<file path="config.mk">
export PLATFORM = sky130hd
export DESIGN_NAME = rect_fill_engine
export DESIGN_NICKNAME = d
export VERILOG_FILES = /design/src/rtl/rect_fill_engine.sv
export SDC_FILE = /design/constraint.sdc
export NUM_CORES = 1
export LEC_CHECK = 0
export CAP_MARGIN = 20
export CORE_MARGIN = 5
export CORE_UTILIZATION = 52
export CTS_BUF_LIST = sky130_fd_sc_hd__clkbuf_8
export DETAILED_ROUTE_END_ITERATION = 16
export HOLD_SLACK_MARGIN = 0.08
export PLACE_DENSITY = 0.94
export SLEW_MARGIN = 20
export SYNTH_ARGS = -nofsm -noshare
export SYNTH_HDL_FRONTEND = slang
export SYNTH_SLANG_ARGS = --single-unit
</file>
<file path="constraint.sdc">
create_clock -name clk -period 2.6 [get_ports clk]
set_input_delay 0.39 -clock clk [delete_from_list [all_inputs] [get_ports clk]]
set_output_delay 0.39 -clock clk [all_outputs]
set_load 0.01 [all_outputs]
</file>
<file path="src/rtl/rect_fill_engine.sv">
// Rectangle fill engine: accepts one rectangle command and streams one clipped
// pixel write per clock to vga_adapter. Optional macro RECT_FILL_ABORT_EN adds an abort input.
module rect_fill_engine #(
    parameter int SCREEN_W = 160,
    parameter int SCREEN_H = 120,
    parameter int W_W      = 5,
    parameter int H_W      = 4
) (
    input  logic           clk,
    input  logic           resetn,
    input  logic           req_valid,
    output logic           req_ready,
    input  logic [7:0]     req_x,
    input  logic [6:0]     req_y,
    input  logic [W_W-1:0] req_w,
    input  logic [H_W-1:0] req_h,
    input  logic [2:0]     req_colour,
`ifdef RECT_FILL_ABORT_EN
    input  logic           abort,
`endif
    output logic [7:0]     x_out,
    output logic [6:0]     y_out,
    output logic [2:0]     colour_out,
    output logic           plot,
    output logic           busy,
    output logic           done
);

    typedef enum logic [1:0] {
        IDLE = 2'd0,
        FILL = 2'd1,
        DONE = 2'd2
    } state_t;

    localparam logic [W_W-1:0] W_ONE     = W_W'(1);
    localparam logic [H_W-1:0] H_ONE     = H_W'(1);
    localparam logic [8:0]     SCREEN_W9 = 9'(SCREEN_W);
    localparam logic [7:0]     SCREEN_H8 = 8'(SCREEN_H);

    state_t         state;
    logic [7:0]     base_x;
    logic [6:0]     base_y;
    logic [W_W-1:0] w_q;
    logic [H_W-1:0] h_q;
    logic [2:0]     colour_q;
    logic [W_W-1:0] cx;
    logic [H_W-1:0] cy;

    logic [8:0] sum_x;
    logic [7:0] sum_y;
    logic       last_col;
    logic       last_row;
    logic       abort_now;

    // Sums are one bit wider than the screen coordinates so off-screen pixels clip instead of wrapping.
    assign sum_x    = {1'b0, base_x} + 9'(cx);
    assign sum_y    = {1'b0, base_y} + 8'(cy);
    assign last_col = (cx == w_q - W_ONE);
    assign last_row = (cy == h_q - H_ONE);

`ifdef RECT_FILL_ABORT_EN
    assign abort_now = abort;
`else
    assign abort_now = 1'b0;
`endif

    // NOTE: reset is synchronous (sampled on clk), and all state uses non-blocking assignments.
    always_ff @(posedge clk) begin
        if (!resetn) begin
            state    <= IDLE;
            base_x   <= '0;
            base_y   <= '0;
            w_q      <= '0;
            h_q      <= '0;
            colour_q <= '0;
            cx       <= '0;
            cy       <= '0;
        end else begin
            case (state)
                IDLE: begin
                    if (req_valid) begin
                        base_x   <= req_x;
                        base_y   <= req_y;
                        w_q      <= req_w;
                        h_q      <= req_h;
                        colour_q <= req_colour;
                        cx       <= '0;
                        cy       <= '0;
                        state    <= (req_w == '0 || req_h == '0) ? DONE : FILL;
                    end
                end
                FILL: begin
                    if (abort_now || (last_col && last_row)) begin
                        state <= DONE;
                    end else if (last_col) begin
                        cx <= '0;
                        cy <= cy + H_ONE;
                    end else begin
                        cx <= cx + W_ONE;
                    end
                end
                DONE:    state <= IDLE;
                default: state <= IDLE;
            endcase
        end
    end

    // Outputs decode only registered state, except abort which must mask the current pixel.
    // NOTE: every output gets a default first so no latch is inferred.
    always_comb begin
        req_ready  = (state == IDLE);
        busy       = (state != IDLE);
        done       = (state == DONE);
        x_out      = '0;
        y_out      = '0;
        colour_out = '0;
        plot       = 1'b0;
        if (state == FILL) begin
            x_out      = sum_x[7:0];
            y_out      = sum_y[6:0];
            colour_out = colour_q;
            plot       = (sum_x < SCREEN_W9) && (sum_y < SCREEN_H8) && !abort_now;
        end
    end

endmodule

</file>
### After elaboration in Yosys (flattened, before gate mapping)

Index checks and enable logic that the tools add are counted.
W data, S select, Z words.

| word-level totals | value |
|---|---|
| bits in registers | 38 |
| output and inout bits | 22 |
| input bits | 30 |

| operators by class | value |
|---|---|
| reductions and logical operators | 12 |
| order comparisons | 2 |
| multiplexer cells | 16 |
| add/sub/neg operators | 6 |
| equality and inequality tests | 8 |

Operators with widths:

| operator | count |
|---|---|
| $mux W5 | 3 |
| $mux W4 | 3 |
| $pmux W5 S2 | 1 |
| $add A8 B5 Y9 | 1 |
| $lt A9 B8 Y1 const B | 1 |
| $add A7 B4 Y8 | 1 |
| $lt A8 B7 Y1 const B | 1 |
| $mux W8 | 1 |
| $ne A2 B2 Y1 const B | 4 |
| $pmux W4 S2 | 1 |
| $mux W7 | 1 |
| $mux W2 | 3 |
| $add A5 B1 Y5 const B | 1 |
| $eq A5 B5 Y1 | 1 |
| $logic_not A5 Y1 | 1 |
| $sub A5 B1 Y5 const B | 1 |
| $add A4 B1 Y4 const B | 1 |
| $eq A4 B4 Y1 | 1 |
| $logic_not A4 Y1 | 1 |
| $pmux W2 S2 | 1 |
| $reduce_and A2 Y1 | 2 |
| $reduce_and A4 Y1 | 1 |
| $reduce_bool A2 Y1 | 2 |
| $sub A4 B1 Y4 const B | 1 |
| 8 further kinds | 9 |

### Depth between registers and ports, before layout

Gate-level depths: netlist (run 1).

| depth | value |
|---|---|
| depth in word-level cells | 5 |
| depth in mapped cells | 8 |

### Worst setup path before layout (run 1)

No wires, ideal clock.

| path | value |
|---|---|
| kind | register to output |
| start point | register cy[0] |
| end point | output port plot |
| cell stages (with the launch flop) | 8 |
| arrival | 2.027 ns |
| path buffers | 0 |
| path slack | 0.183 ns |
| cells stage by stage | dfxtp_1 > ha_1 > fa_1 > a21o_1 > a21oi_1 > xor2_1 > nor4b_1 > a221oi_1 |

| between the ends | value |
|---|---|
| cells in the longest elaborated chain, start to end | 4 |

RTL lines:

| what | RTL line | source |
|---|---|---|
| from (decl) | 47 | `logic [H_W-1:0] cy;` |
| from (signal assigned) | 97 | `cy <= cy + H_ONE;` |
| $add A7 B4 Y8 | 57 | `assign sum_y = {1'b0, base_y} + 8'(cy);` |
| $lt A8 B7 Y1 | 122 | `plot = (sum_x < SCREEN_W9) && (sum_y < SCREEN_H8) && !abort_now;` |
| $logic_and A1 B1 Y1 | 122 |  |
| $mux W1 | 118 | `if (state == FILL) begin` |
| to (decl) | 24 | `output logic plot,` |

Every way passes these cells.

### Worst setup path after layout (run 1)

Same ends and word-level chain as after synthesis.

==> impl_metrics.toml, run 1 <==
[status]
outcome = "complete, but fails checks"
failed_checks = "negative setup slack"

[timing]
report.final.setup_viol = 1
max_slew.worst_pin.slew_ps = 514.9
final-max-slew-violation-count = 0
final.setup.worst_slack_ps = -126.9
timing.slew.headroom_pct = 65.41
clock.fmax_mhz = 366.7
final.min_clock_period_ps = 2727
fin_worst_hold_slack_ps = 460.4
min_period_over_period_pct = 104.9
skew_ps = 6.688
final-hold-violation-count = 0
grt_setup_unrepaired = "true"

[synth]
mappedNetlistArea_um2 = 2372
mapped_cells = 294
synthesis.area_per_instance_um2 = 8.069
seq_area_frac_synth_pct = 32.07
ys_types = 45
net_count_of_the_mapped_netlist = 339
ys.warnings.count = 0
synth-seq-cells = 38
synth_async_sr_flop_share_pct = 0
synth-edff-count = 0
dominantRegCellSynth = "sky130_fd_sc_hd__dfxtp_1"

[route]
met2WireLength_um = 3460
routed_wire_length_per_instance_um = 16.29
highest_layer = "met4"
detailedRoute.firstPassIterationCount = 5
antenna_left = 0
route.vias.total = 2389
met1_length_um = 2645
route.met3.wl_um = 482
number_of_drc_violations_after_detailed_routing = 0
detailedRoute.firstIterationViolations = 175
drt-vias-per-instance = 5.757
final_routed_wirelength_um = 6760

[finish]
fin_cells = 415
net_count_of_the_finished_layout = 407
final-seq-area_um2 = 768.2
number_of_diodes = 0
syn2layout_area_growth_pct = 37.08
most-common-layout-cells = "sky130_fd_sc_hd__nand2_1 (61), sky130_fd_sc_hd__clkdlybuf4s50_1 (42), sky130_fd_sc_hd__dfxtp_1 (32), sky130_fd_sc_hd__a21boi_0 (27), sky130_fd_sc_hd__buf_4 (23)"
post_route_cells_drive_above_1_share_pct = 18.18
final_design_area_no_fill_um2 = 3252
multiInputGateArea_um2 = 1609
most_common_library_cell_in_the_layout_ignoring_fill_and_taps = "sky130_fd_sc_hd__nand2_1"
n_fill_cell = 305

[job]
max_cap_viol_count = 0

[power_and_ir_drop]
pwr-share-clk_pct = 30.5
switching_power_uw = 433.3
worst_ir_drop_vdd_v = 0.0003273
pwr-share-comb_pct = 23.5
pwr-share-seq_pct = 46.0
power_leakage_nw = 1.291
p_sw_share_pct = 30.28
internal_power_uw = 997.5
overall_power_of_the_completed_layout_mw = 1.431
p_per_area_nw_per_um2 = 440.0

[global_routing]
vias_in_the_first_global_route = 2249
grt_first_pass_wirelength_um = 10470
globalRouteTotalUtil_pct = 21.40
grt_max_degree = 36
grt_antenna_before_repair = 0
grt_remaining_overflow = 0

[worst_setup_path]
required_time_of_the_critical_path_ps = 2210
worst_setup_path_end_kind = "primary output"
cp_max_fo = 2
critical_path_class = "register to primary output"
worst-endpoint-arrival_ps = 2340
cp-start-kind = "register"

[cts]
clock_latency_ps = 300
clock_tree.htree_level_count = 2
cts-hold-fix-buffers = 0
clk_pin_slew_ps = 80
tritoncts_num_sinks = 38
cts_made_buffers = 5
cts_buffer_depth = 2
master_cell_of_the_clock_root_buffer = "sky130_fd_sc_hd__clkbuf_8"
cts_tree = "built"

[die]
placementRows = 24
io_pins = 52
die_h_um = 77.55
fp.dieW_um = 77.55
design.die.area_um2 = 6013
start_util_pct = 54.11
core_area_um2 = 4384

[placement]
placement.cell_area_um2 = 3052
number_of_input_and_output_port_buffers_inserted = 51
number_of_instances_in_the_placed_design = 405
place.detailed.hpwl_um = 4502
gp_routability_congestion = 0.9081

[min_path]
hp-class = "register to register"
[power by group through the flow]
stage | registers [mW] | clock network (mW) | logic, mW
after global placement | 0.662 | 0 | 0.309
final | 0.658 | 0.436 | 0.337
after detailed placement | 0.665 | 0 | 0.323
after CTS | 0.653 | 0.435 | 0.327
after global routing | 0.663 | 0.457 | 0.367
after floorplan | 0.656 | 0 | 0.190
[cells by family after synthesis]
| group | after synthesis | share of synthesized area, % |
|---|---|---|
| DFF | 38 | 32.07 |
| and+or+nand+nor | 116 | 23.00 |
| xor gates and xnor gates | 20 | 8.544 |
| buffers and inverters | 29 | 4.800 |
| AOI/OAI and AO/OA | 72 | 21.36 |
| adders and majority gates | 15 | 8.545 |
| muxes | 4 | 1.688 |
[area by class of cell]
type	instances	share of cell area (%)
clock buffers	6	2.539
inverters	16	1.847
flip-flops and latches	38	23.62
repair buffers	74	20.12
well taps	52	2.001
multi-input cells	227	49.48
clock inverters	2	0.3848
[state kept, by name, indices dropped and copies added, names as in the netlist]
| register | cells |
|---|---|
| base_x | 8 |
| base_y | 7 |
| cx | 5 |
| w_q | 5 |
| cy | 4 |
| h_q | 4 |
| colour_q | 3 |
| state | 2 |
[critical path, stage by stage, from the launching register on]
cell	delay, ps
sky130_fd_sc_hd__dfxtp_2	350
sky130_fd_sc_hd__ha_4	160
sky130_fd_sc_hd__fa_2	360
sky130_fd_sc_hd__a21o_1	190
sky130_fd_sc_hd__a21oi_2	170
sky130_fd_sc_hd__xor2_1	220
sky130_fd_sc_hd__nor4b_2	80
sky130_fd_sc_hd__a221oi_1	310
sky130_fd_sc_hd__buf_2	190
[per-stage QoR]
step	worst slack, ps	setup TNS (ps)	util, %
5_1_grt	-251.6	-255.0	74.17
3_5_place_dp	-381.4	-478.9	69.61
6_report	-126.9	-126.9	74.17
4_1_cts	-118.9	-118.9	72.92
2_1_floorplan	183.1	0	-
3_3_place_gp	-287.7	-290.1	69.61
[cell usage after synthesis, types with 3 or more instances]
cell	count	area (µm²)
sky130_fd_sc_hd__a211oi_1	6	45.04
sky130_fd_sc_hd__a21boi_0	28	210.2
sky130_fd_sc_hd__a21o_1	4	30.03
sky130_fd_sc_hd__a21oi_1	8	40.04
sky130_fd_sc_hd__and2_1	10	62.56
sky130_fd_sc_hd__buf_2	4	20.02
sky130_fd_sc_hd__clkbuf_1	9	33.78
sky130_fd_sc_hd__dfxtp_1	38	760.7
sky130_fd_sc_hd__ha_1	13	162.7
sky130_fd_sc_hd__inv_1	16	60.06
sky130_fd_sc_hd__mux2i_1	4	40.04
sky130_fd_sc_hd__nand2_1	61	229.0
sky130_fd_sc_hd__nand3_1	7	35.03
sky130_fd_sc_hd__nor2_1	13	48.80
sky130_fd_sc_hd__nor2b_1	3	18.77
sky130_fd_sc_hd__nor3_1	8	40.04
sky130_fd_sc_hd__o211ai_1	3	22.52
sky130_fd_sc_hd__o21ai_0	8	40.04
sky130_fd_sc_hd__o22ai_1	3	18.77
sky130_fd_sc_hd__xnor2_1	12	105.1
sky130_fd_sc_hd__xor2_1	6	52.55
[worst paths after layout]
path                 end   startpoint  slack (ps)  cells after the start
max reg2reg        cy[0]       w_q[0]         590                      7
min          colour_q[0]  colour_q[0]         460                      2
max                 plot        cy[0]        -130                      8
min reg2reg  colour_q[0]  colour_q[0]         460                      2
[repair_timing]
action	CTS	global route
gates resized for setup	29	24
hold endpoints to repair	0	0
pin swaps	4	13
endpoints found under the setup margin	9	9
setup buffers	2	2
[metal layers]
| layer | global-route usage (%) | vias up |
|---|---|---|
| met2 | 37.46 | 109 |
| li1 | - | 1144 |
| met3 | 5.556 | 18 |
| met5 | 0 | - |
| met1 | 24.86 | 1118 |
| met4 | 8.247 | 0 |
(Power assumes the default switching activity.)
==> inputs of run 2 (changes only) <==
MAX_ROUTING_LAYER = met4   (was unset)
==> run 2 against run 1 <==
  * The flow still finishes with violations (negative setup slack)
  * Hold slack worse by 1.7 ps
  * Final cell count stayed put
  * Highest routed layer unchanged
  * Critical path depth stayed put
  * Flip-flop and latch count stayed put
  * Combinational power hardly changed
  * Register-to-register slack worse by 20 ps
  * Critical path type unchanged
==> impl_metrics.toml, run 2 (synthesis gave the netlist of run 1 again) <==
[timing]
report.final.setup_viol = 1
final-max-slew-violation-count = 0
final.min_clock_period_ps = 2724
final.setup.worst_slack_ps = -124.3
min_period_over_period_pct = 104.8
grt_setup_unrepaired = "true"
final-hold-violation-count = 0
clock.fmax_mhz = 367.1
max_slew.worst_pin.slew_ps = 533.6
skew_ps = 6.106
timing.slew.headroom_pct = 64.15

[global_routing]
grt_remaining_overflow = 0
globalRouteTotalUtil_pct = 22.03
grt_max_degree = 36
grt_first_pass_wirelength_um = 10470
vias_in_the_first_global_route = 2249
grt_antenna_before_repair = 0

[worst_setup_path]
cp-start-kind = "register"
cp_max_fo = 2
worst_setup_path_end_kind = "primary output"
critical_path_class = "register to primary output"
worst-endpoint-arrival_ps = 2330
required_time_of_the_critical_path_ps = 2210

[finish]
largest_reg_flops = 8
post_route_cells_drive_above_1_share_pct = 18.18
fin_cells = 415
most-common-layout-cells = "sky130_fd_sc_hd__nand2_1 (61), sky130_fd_sc_hd__clkdlybuf4s50_1 (42), sky130_fd_sc_hd__dfxtp_1 (32), sky130_fd_sc_hd__a21boi_0 (27), sky130_fd_sc_hd__buf_4 (23)"
n_fill_cell = 305
number_of_diodes = 0
syn2layout_area_growth_pct = 37.08
net_count_of_the_finished_layout = 407
top_regs = "base_x: 8 flops, base_y: 7 flops"
largest_register = "base_x"
most_common_library_cell_in_the_layout_ignoring_fill_and_taps = "sky130_fd_sc_hd__nand2_1"

[power_and_ir_drop]
overall_power_of_the_completed_layout_mw = 1.430
power_leakage_nw = 1.291
worst_ir_drop_vdd_v = 0.0003267
p_per_area_nw_per_um2 = 439.6

[cts]
master_cell_of_the_clock_root_buffer = "sky130_fd_sc_hd__clkbuf_8"
cts-hold-fix-buffers = 0
clk_pin_slew_ps = 80
tritoncts_num_sinks = 38
cts_buffer_depth = 2
clock_latency_ps = 300
cts_tree = "built"
cts_made_buffers = 5
clock_tree.htree_level_count = 2

[placement]
gp_routability_congestion = 0.9238
dpl_worst_slack_ps = -381.4
number_of_instances_in_the_placed_design = 405
place.detailed.hpwl_um = 4502
number_of_input_and_output_port_buffers_inserted = 51

[route]
routed_wire_length_per_instance_um = 16.28
final_routed_wirelength_um = 6757
number_of_drc_violations_after_detailed_routing = 0
drt-vias-per-instance = 5.696
detailedRoute.firstIterationViolations = 173
antenna_left = 0
detailedRoute.firstPassIterationCount = 4
route.vias.total = 2364

[job]
max_cap_viol_count = 0

[die]
io_pins = 52
design.die.area_um2 = 6013
core_area_um2 = 4384
fp.dieW_um = 77.55
die_h_um = 77.55
start_util_pct = 54.11
placementRows = 24

[status]
failed_checks = "negative setup slack"
outcome = "complete, but fails checks"

[min_path]
hp-class = "register to register"
## run 2: cell counts in the layout (fill, tap and decap cells not counted)
No cell type changed its count.
## run 2: path summary, 6_finish.rpt
| path | from | endpoint | slack (ps) | depth (start not counted) |
|---|---|---|---|---|
| max | cy[0] | plot | -120 | 8 |
| min | colour_q[0] | colour_q[0] | 460 | 2 |
| max reg2reg | w_q[0] | cx[3] | 570 | 7 |
| min reg2reg | colour_q[0] | colour_q[0] | 460 | 2 |
## run 2: worst max-delay path, stage by stage, from the launching register on
cell and delay (ps):
sky130_fd_sc_hd__dfxtp_2 350, sky130_fd_sc_hd__ha_4 160, sky130_fd_sc_hd__fa_2 360, sky130_fd_sc_hd__a21o_1 190
sky130_fd_sc_hd__a21oi_2 170, sky130_fd_sc_hd__xor2_1 220, sky130_fd_sc_hd__nor4b_2 80, sky130_fd_sc_hd__a221oi_1 310
sky130_fd_sc_hd__buf_2 190
## run 2: metrics by stage
step	utilization (%)	instance area [µm²]	hold WS [ps]	setup TNS [ps]
CTS	72.92	3197	462.4	-118.9
global route	74.17	3252	492.6	-257.7
global placement	69.61	3052	445.9	-290.1
finish	74.17	3252	458.7	-124.3
floorplan	-	2372	438.8	0
detailed placement	69.61	3052	451.8	-478.9
## run 2: final cells by class
cell class	count	area, µm²	share of cell area [%]
Clock buffer	6	82.58	2.539
Sequential cell	38	768.2	23.62
Tap cell	52	65.06	2.001
Clock inverter	2	12.51	0.3848
Timing Repair Buffer	74	654.4	20.12
Multi-Input combinational cell	227	1609	49.48
Inverter	16	60.06	1.847
## run 2: report_power, final
group | switching [mW] | internal (mW) | leakage (nW)
sequential | 0.0392 | 0.619 | 0.313
combinational | 0.169 | 0.166 | 0.930
clock | 0.224 | 0.213 | 0.0472
total | 0.432 | 0.997 | 1.29
## run 2: timing repair
action / 4_1_cts / 5_1_grt
gates resized for setup: 29 / 24
pin swaps: 4 / 13
endpoints found under the setup margin: 9 / 9
setup buffers: 2 / 2
gates cloned: 0 / 0
## run 2: layer usage
| metal | vias up | track usage, % | routed length, µm |
|---|---|---|---|
| met5 | - | - | 0 |
| met4 | 0 | 8.247 | 140 |
| met3 | 15 | 5.324 | 564 |
| met2 | 96 | 37.37 | 3476 |
| met1 | 1109 | 25.07 | 2575 |
| li1 | 1144 | - | - |
